===== config.mk =====
export PLATFORM = sky130hd
export DESIGN_NAME = matrix_load_ctrl
export DESIGN_NICKNAME = d
export VERILOG_FILES = /design/src/rtl/matrix_pkg.sv /design/src/rtl/matrix_word_packer.sv /design/src/rtl/matrix_load_ctrl.sv
export SDC_FILE = /design/constraint.sdc
export NUM_CORES = 1
export LEC_CHECK = 0
export BUFFER_PORTS_ARGS = -buffer_cell sky130_fd_sc_hd__buf_2
export CORE_UTILIZATION = 30
export CTS_BUF_LIST = sky130_fd_sc_hd__clkbuf_4
export CTS_CLUSTER_DIAMETER = 40
export DETAILED_ROUTE_END_ITERATION = 10
export PLACE_DENSITY = 0.48
export SYNTH_ARGS = -nofsm -noshare
export SYNTH_HDL_FRONTEND = slang
export SYNTH_HIERARCHICAL = 1
export SYNTH_SLANG_ARGS = --single-unit

===== constraint.sdc =====
create_clock -name clk -period 4.2 [get_ports clk]
set_clock_uncertainty 0.15 [all_clocks]
set_input_delay 0.63 -clock clk [delete_from_list [all_inputs] [get_ports clk]]
set_output_delay 0.63 -clock clk [all_outputs]
set_load 0.02 [all_outputs]

===== src/rtl/matrix_pkg.sv =====
// Shared definitions for the matrix buffer loaders and the MAC array.
// State encoding, a width helper and the default element/packing geometry.
package matrix_pkg;

    typedef enum logic [1:0] {
        IDLE  = 2'd0,
        LOAD  = 2'd1,
        DRAIN = 2'd2,
        DONE  = 2'd3
    } state_t;

    localparam int DEFAULT_ELEM_W = 7;
    localparam int DEFAULT_PACK   = 2;

    // Counter width for values 0..value-1, never less than one bit.
    function automatic int clog2(input int value);
        int result;
        result = 1;
        while ((1 << result) < value) begin
            result++;
        end
        return result;
    endfunction

endpackage


===== src/rtl/matrix_word_packer.sv =====
// Assembles PACK elements into one word, first element in the MSBs, zero-filling on early flush.
// Word registered one cycle after its completing accept; never stalls its producer.
module matrix_word_packer
    import matrix_pkg::*;
#(
    parameter int ELEM_W = DEFAULT_ELEM_W,
    parameter int PACK   = DEFAULT_PACK
) (
    input  logic                   clk,
    input  logic                   rst,
    input  logic                   clear,
    input  logic                   accept,
    input  logic                   col_end,
    input  logic [ELEM_W-1:0]      elem,
    output logic                   word_complete,
    output logic                   word_valid,
    output logic [ELEM_W*PACK-1:0] word
);

    localparam int SLOT_W = clog2(PACK);
    localparam int WORD_W = ELEM_W * PACK;

    logic [SLOT_W-1:0] slot;
    logic [WORD_W-1:0] assembly;
    logic [WORD_W-1:0] merged;

    // Slots past the current one stay zero because assembly restarts from zero per word.
    always_comb begin
        merged = assembly;
        for (int k = 0; k < PACK; k++) begin
            if (slot == SLOT_W'(k)) begin
                merged[ELEM_W*(PACK-1-k) +: ELEM_W] = elem;
            end
        end
    end

    assign word_complete = accept && ((slot == SLOT_W'(PACK - 1)) || col_end);

    always_ff @(posedge clk) begin
        if (rst) begin
            slot       <= '0;
            assembly   <= '0;
            word_valid <= 1'b0;
            word       <= '0;
        end else begin
            word_valid <= word_complete;
            if (clear) begin
                slot     <= '0;
                assembly <= '0;
            end else if (word_complete) begin
                slot     <= '0;
                assembly <= '0;
                word     <= merged;
            end else if (accept) begin
                slot     <= slot + SLOT_W'(1);
                assembly <= merged;
            end
        end
    end

endmodule


===== src/rtl/matrix_load_ctrl.sv =====
// Streams matrix elements into packed column-major words of the matrix buffer SRAM.
// One-cycle write latency; in_ready is high for the whole LOAD state, so stalls come only from in_valid.
module matrix_load_ctrl
    import matrix_pkg::*;
#(
    parameter int ELEM_W    = DEFAULT_ELEM_W,
    parameter int PACK      = DEFAULT_PACK,
    parameter int ROWS      = 8,
    parameter int COLS      = 4,
    parameter int ADDR_W    = 4,
    parameter int BASE_ADDR = 0
) (
    input  logic                   clk,
    input  logic                   rst,
    input  logic                   start,
    input  logic                   in_valid,
    input  logic [ELEM_W-1:0]      in_data,
    output logic                   in_ready,
    output logic                   mem_we,
    output logic [ADDR_W-1:0]      mem_addr,
    output logic [ELEM_W*PACK-1:0] mem_data,
    output logic                   busy,
    output logic                   done
);

    localparam int ROW_W = clog2(ROWS);
    localparam int COL_W = clog2(COLS);

    state_t            state;
    state_t            state_next;
    logic [ROW_W-1:0]  row;
    logic [COL_W-1:0]  col;
    logic [ADDR_W-1:0] addr_cnt;
    logic              launch;
    logic              accept;
    logic              col_end;
    logic              last_elem;
    logic              word_complete;

    assign launch    = start && ((state == IDLE) || (state == DONE));
    assign accept    = in_valid && in_ready;
    assign col_end   = (row == ROW_W'(ROWS - 1));
    assign last_elem = accept && col_end && (col == COL_W'(COLS - 1));

    always_ff @(posedge clk) begin
        if (rst) begin
            state <= IDLE;
        end else begin
            state <= state_next;
        end
    end

    always_comb begin
        state_next = state;
        case (state)
            IDLE:    if (start) state_next = LOAD;
            LOAD:    if (last_elem) state_next = DRAIN;
            DRAIN:   state_next = DONE;
            DONE:    if (start) state_next = LOAD;
            default: state_next = IDLE;
        endcase
    end

    always_comb begin
        in_ready = (state == LOAD);
        busy     = (state == LOAD) || (state == DRAIN);
        done     = (state == DONE);
    end

    // mem_addr is captured alongside the packed word so the pair appears together on the write cycle.
    always_ff @(posedge clk) begin
        if (rst) begin
            row      <= '0;
            col      <= '0;
            addr_cnt <= '0;
            mem_addr <= '0;
        end else if (launch) begin
            row      <= '0;
            col      <= '0;
            addr_cnt <= ADDR_W'(BASE_ADDR);
        end else begin
            if (accept) begin
                if (col_end) begin
                    row <= '0;
                    col <= col + COL_W'(1);
                end else begin
                    row <= row + ROW_W'(1);
                end
            end
            if (word_complete) begin
                mem_addr <= addr_cnt;
                addr_cnt <= addr_cnt + ADDR_W'(1);
            end
        end
    end

    matrix_word_packer #(
        .ELEM_W (ELEM_W),
        .PACK   (PACK)
    ) u_packer (
        .clk           (clk),
        .rst           (rst),
        .clear         (launch),
        .accept        (accept),
        .col_end       (col_end),
        .elem          (in_data),
        .word_complete (word_complete),
        .word_valid    (mem_we),
        .word          (mem_data)
    );

endmodule


## Yosys cells after proc, flatten, opt, wreduce, memory -nomap -nowiden

Cells that the tools add are included.

| word-level totals | value |
|---|---|
| input bits | 11 |
| logic and storage cells | 42 |
| flip-flop bits (word level) | 45 |
| output and inout bits | 22 |

| cells by class | value |
|---|---|
| reductions and logical operators | 15 |
| multiplexer cells | 6 |
| bitwise gates (word level) | 1 |
| $add $sub $neg | 4 |
| equality and inequality tests | 7 |

Operator list:

| operator | count |
|---|---|
| 7-bit 2-to-1 mux | 2 |
| 2-bit == test, second input constant | 3 |
| 2-bit one-hot mux with 3 select lines | 1 |
| 2-bit AND reduction | 3 |
| 1-bit logical AND | 5 |
| 4-bit by 1-bit adder with 4-bit output, second input constant | 1 |
| 2-bit 2-to-1 mux | 2 |
| 2-bit by 1-bit != test with 1-bit output, second input constant | 2 |
| 2-bit OR reduction | 2 |
| 3-bit by 1-bit adder with 3-bit output, second input constant | 1 |
| 3-bit == test, second input constant | 1 |
| 1-bit logical OR | 3 |
| 3-bit 2-to-1 mux | 1 |
| 3-bit OR reduction | 1 |
| 2-bit by 1-bit adder with 2-bit output, second input constant | 1 |
| 2-bit by 1-bit == test with 1-bit output, second input constant | 1 |
| 2-bit logical NOT | 1 |
| 1-bit adder, second input constant | 1 |
| 1-bit inverter | 1 |

## Depth between registers and ports, before layout

| depth | value |
|---|---|
| word-level depth | 6 |
| mapped depth | 10 |
| mapped depth without buffers | 9 |

## Cells and area by module

Netlist, hierarchy kept.

Modules (own cells, without submodules):

| module | instances | seq. area each (um^2) | cells an instance | area an instance (um^2) |
|---|---|---|---|---|
| matrix_word_packer | 1 | 600.6 | 143 | 1305.0 |
| matrix_load_ctrl | 1 | 300.3 | 70 | 716.9 |

## Worst setup path before layout

No wires, ideal clock.

| timing | value |
|---|---|
| path type | register -> register |
| from | register state[1] |
| to | register u_packer.word[10] |
| slack | 2.161 ns |
| arrival time | 1.818 ns |
| library setup time | 0.070 ns |
| required time | 3.980 ns |
| path buffers | 2 |
| clock period less this slack | 2.039 ns |
| cell stages (with the launch flop) | 10 |
| path through | dfxtp_1 inv_1 ha_1 nand2_1 inv_1 o21ai_4 buf_6 clkbuf_1 or3_1 a21oi_1 |

| between the ends | value |
|---|---|
| elaborated cells on any way between the ends | 9 |
| classes of those cells | eq/ne: 2; bitwise: 1; reduce/logical: 6 |

RTL lines:

| what | line | source |
|---|---|---|
| from (decl) | matrix_load_ctrl.sv:29 | `state_t state;` |
| from (signal assigned) | matrix_load_ctrl.sv:49 | `state <= state_next;` |
| 2-bit by 1-bit == test with 1-bit output | matrix_load_ctrl.sv:65 | `in_ready = (state == LOAD);` |
| named net in_ready | matrix_load_ctrl.sv:18 | `output logic in_ready,` |
| 1-bit logical AND | matrix_load_ctrl.sv:41 | `assign accept = in_valid && in_ready;` |
| named net accept | matrix_load_ctrl.sv:35 | `logic accept;` |
| 1-bit logical AND | matrix_word_packer.sv:37 | `assign word_complete = accept && ((slot == SLOT_W'(PACK - 1)) \|\| col_end);` |
| 2-bit AND reduction (no line) | n/a |  |
| to (signal assigned) | matrix_word_packer.sv:53 | `word <= merged;` |
| to (decl) | matrix_word_packer.sv:17 | `output logic [ELEM_W*PACK-1:0] word` |

The timed path passes the listed nets, and every way through them passes these cells.
A chain may end at the register's enable or synchronous reset.

## Worst setup path in the final report

| timing | value |
|---|---|
| from | register state[1] |
| to | register u_packer.assembly[2] |

| between the ends | value |
|---|---|
| cells in the longest elaborated chain, start to end | 4 |
| elaborated cells on any way between the ends | 8 |
| classes of those cells | eq/ne: 2; reduce/logical: 6 |

RTL lines:

| what | line | source |
|---|---|---|
| 2-bit by 1-bit == test with 1-bit output | matrix_load_ctrl.sv:65 |  |
| 1-bit logical AND | matrix_load_ctrl.sv:41 |  |
| named net accept | matrix_load_ctrl.sv:35 |  |
| 1-bit logical AND | matrix_word_packer.sv:37 |  |
| named net word_complete | matrix_load_ctrl.sv:38 | `logic word_complete;` |
| 3-bit OR reduction (no line) | n/a |  |
| to (signal assigned) | matrix_word_packer.sv:56 | `assembly <= merged;` |
| to (decl) | matrix_word_packer.sv:24 | `logic [WORD_W-1:0] assembly;` |

The timed path passes the listed nets, and every way through them passes these cells.

==> metrics.txt <==
outcome=finished with violations; violated checks=DRC; most frequent cells in the layout=dfxtp_1, buf_2, mux2i_1, a21oi_1; H-tree depth=2; final core utilization=35.0%; Hold Path Depth=2; Worst Hold Endpoint=u_packer/assembly[3]$_SDFFE_PP0P_; register area=about 900 µm²; post-layout power=between 0.9 and 1 mW; Mapped Nets=230; Leak=0.837 nW; synth unique cells=31; final hold violation count=0; Ports=33; chip height=84.1 µm; Critical R2R Launch=state[1]$_SDFFE_PP0P_; grt ovf=0; post-route ant nets=0; WP data arrival=2.68 ns; CP Capture Type=register; Initial Util=31.5%; Critical path buffers and inverters=3; Worst-Skew Late Latency=0.35 ns; Synth Cell Area=2020 µm²; Core Box Area=6420 µm²; cell taking the most area after synthesis=dfxtp_1; top cell type's share of synthesized area=44.6%; Critical Path Max Stage Delay=0.59 ns; worst hold start=u_packer/assembly[3]$_SDFFE_PP0P_; fill count=687; Critical Path Start Type=register; post-CTS sizing=0; Placed Cells=307; Inserted Diodes=0; post-CTS setup buffers=0; Critical Path Most Common Cell=inv_1; total negative setup slack=0 ns; Slowest-stage cell, CP=or3_1; fraction of layout cells with a size suffix above 1=23.5%; Synth area leaders=dfxtp_1, mux2i_1, a21oi_1, or3_1, ha_1; critical-path cell list=inv_1 -> ha_1 -> nand2_1 -> inv_1 -> o21ai_4 -> inv_2 -> or3_1 -> a21oi_1; commonest non-fill, non-tap cell in the layout=dfxtp_1; total global routing track utilization=12.0%; DIE WIDTH=~84 µm; CTS tree=built; Largest delay share family, worst path=simple AND/OR/NAND/NOR gates; Gate Count Post-Synth=213; Core Rows=29; # nets final=254; Pre-Repair DR Iteration Count=9; worst r2r path cells=8; DR vias/cell=between 4 and 5; asr flop ratio synth=0%; worst vdd ir=0.000121 V; synthesized area per cell=9.49 µm²; period utilization=between 60% and 70%; drt wl/cell=approximately 13 µm; r2r endpoint=u_packer/assembly[2]$_SDFFE_PP0P_; MaxCap Viol Count=0; initial antenna violation count=0; Top FF cell, synth=dfxtp_1; crit path max fanout=30; largest net degree at the start of global routing=31; total number of vias=1460; final worst path period need=2.56 ns; DRT iter0 DRCs=108; worst setup path class=reg -> reg; number of port buffers=32; Reg clk slew, reported paths=~0.13 ns; cts bufs inserted=5; Layout area overhead=11.1%; first-pass GRT wire length=6800 µm; Peak Freq=about 390 MHz; PD cells=roughly 420 nW/µm²; synthesized flop and latch total=between 40 and 50; CTS sink count=45; Max clock buf depth=2; vias in the first global route=1341; final WL=3950 µm; hpwl dp=2690 µm; Worst EP required=4.32 ns; area of the multi-input gates=1010 µm²; number of synthesized flops with an enable pin=0; Slew @ Worst Pin=~0.8 ns; placer congestion estimate=between 0.6 and 0.7; Finished Layout Cells=315; worst min-delay path class=reg -> reg; R2R Setup Slk=1.64 ns; Hold-fix buffers, CTS=0; YS warnings=6; Root Driver=clkbuf_4; register area share after synthesis=44.6%; Die ar.=7070 µm²; endpoints failing setup=0; Worst slew margin=45.2%; RSZ-0062 raised after global routing=false; DRC viols=8; fin. max-slew vios=0
-- metal layers --
layer	global-route usage, %	wire [µm]	vias to the layer above
met5	0	0	-
met4	5.17	30	0
met3	2.77	124	2
met2	16.5	1590	18
met1	17.7	2200	652
li1	-	-	788
-- power by group --
group          internal (mW)  switching [mW]  leakage (nW)
clock                 0.0864           0.132        0.0368
sequential             0.447          0.0130         0.363
combinational         0.0859           0.170         0.437
total                  0.620           0.315         0.837
-- cells by family after synthesis --
group,Yosys count,synth area share [%]
AND/OR/NAND/NOR,65,16.8
buffers and inverters,20,5.63
multiplexers,28,13.9
AO/OA/AOI/OAI,44,13.3
adder cells (fa/ha/maj),6,3.71
XOR/XNOR,5,2.17
flip-flops,45,44.6
-- flip-flops by register name, indices dropped and copies added, names as in the netlist --
name                 cells
u_packer/assembly       14
state                    2
u_packer/word           14
col                      2
u_packer/slot            1
mem_addr                 4
u_packer/word_valid      1
addr_cnt                 4
row                      3
-- synth_stat cells, types with 3 or more instances --
master / number
a21oi_1: 20
a21oi_2: 4
buf_2: 4
buf_6: 4
clkbuf_1: 7
dfxtp_1: 45
ha_1: 6
inv_1: 3
mux2i_1: 28
nand2_1: 12
nand3_1: 10
nor2_1: 14
nor2_2: 6
o21ai_0: 15
or3_1: 15
xor2_1: 3
-- worst max path at each step --
stage                               start                            endpoint  slack, ns  cells past startpoint
global placement                 in_valid   u_packer/assembly[3]$_SDFFE_PP0P_       1.62                      7
CTS                 state[1]$_SDFFE_PP0P_   u_packer/assembly[2]$_SDFFE_PP0P_       1.62                      8
global route        state[1]$_SDFFE_PP0P_  u_packer/assembly[13]$_SDFFE_PP0P_       1.38                      7
detailed placement               in_valid   u_packer/assembly[2]$_SDFFE_PP0P_       1.56                      7
finish              state[1]$_SDFFE_PP0P_   u_packer/assembly[2]$_SDFFE_PP0P_       1.64                      8
floorplan           state[1]$_SDFFE_PP0P_      u_packer/word[10]$_SDFFE_PP0P_       2.16                      9
-- worst min-delay path, stage by stage, from the launching register on --
cell,delay (ns)
dfxtp_1,0.33
nand2_1,0.05
a21oi_1,0.05
-- layout make-up --
| class | instances | share of cell area, % |
|---|---|---|
| Clock buffer | 8 | 2.67 |
| Inverter | 4 | 0.668 |
| Multi-Input combinational cell | 148 | 44.8 |
| Sequential cell | 45 | 40.1 |
| Tap cell | 77 | 4.29 |
| Timing Repair Buffer | 33 | 7.46 |
-- per-stage QoR --
stage	hold WS [ns]	setup WS (ns)	area, µm²
after floorplan	0.286	2.16	2020
after global placement	0.292	1.62	2190
after detailed placement	0.296	1.56	2190
after CTS	0.314	1.62	2250
after global routing	0.335	1.38	2250
final	0.311	1.64	2250
Note: power is estimated with default switching activity, not from simulation.
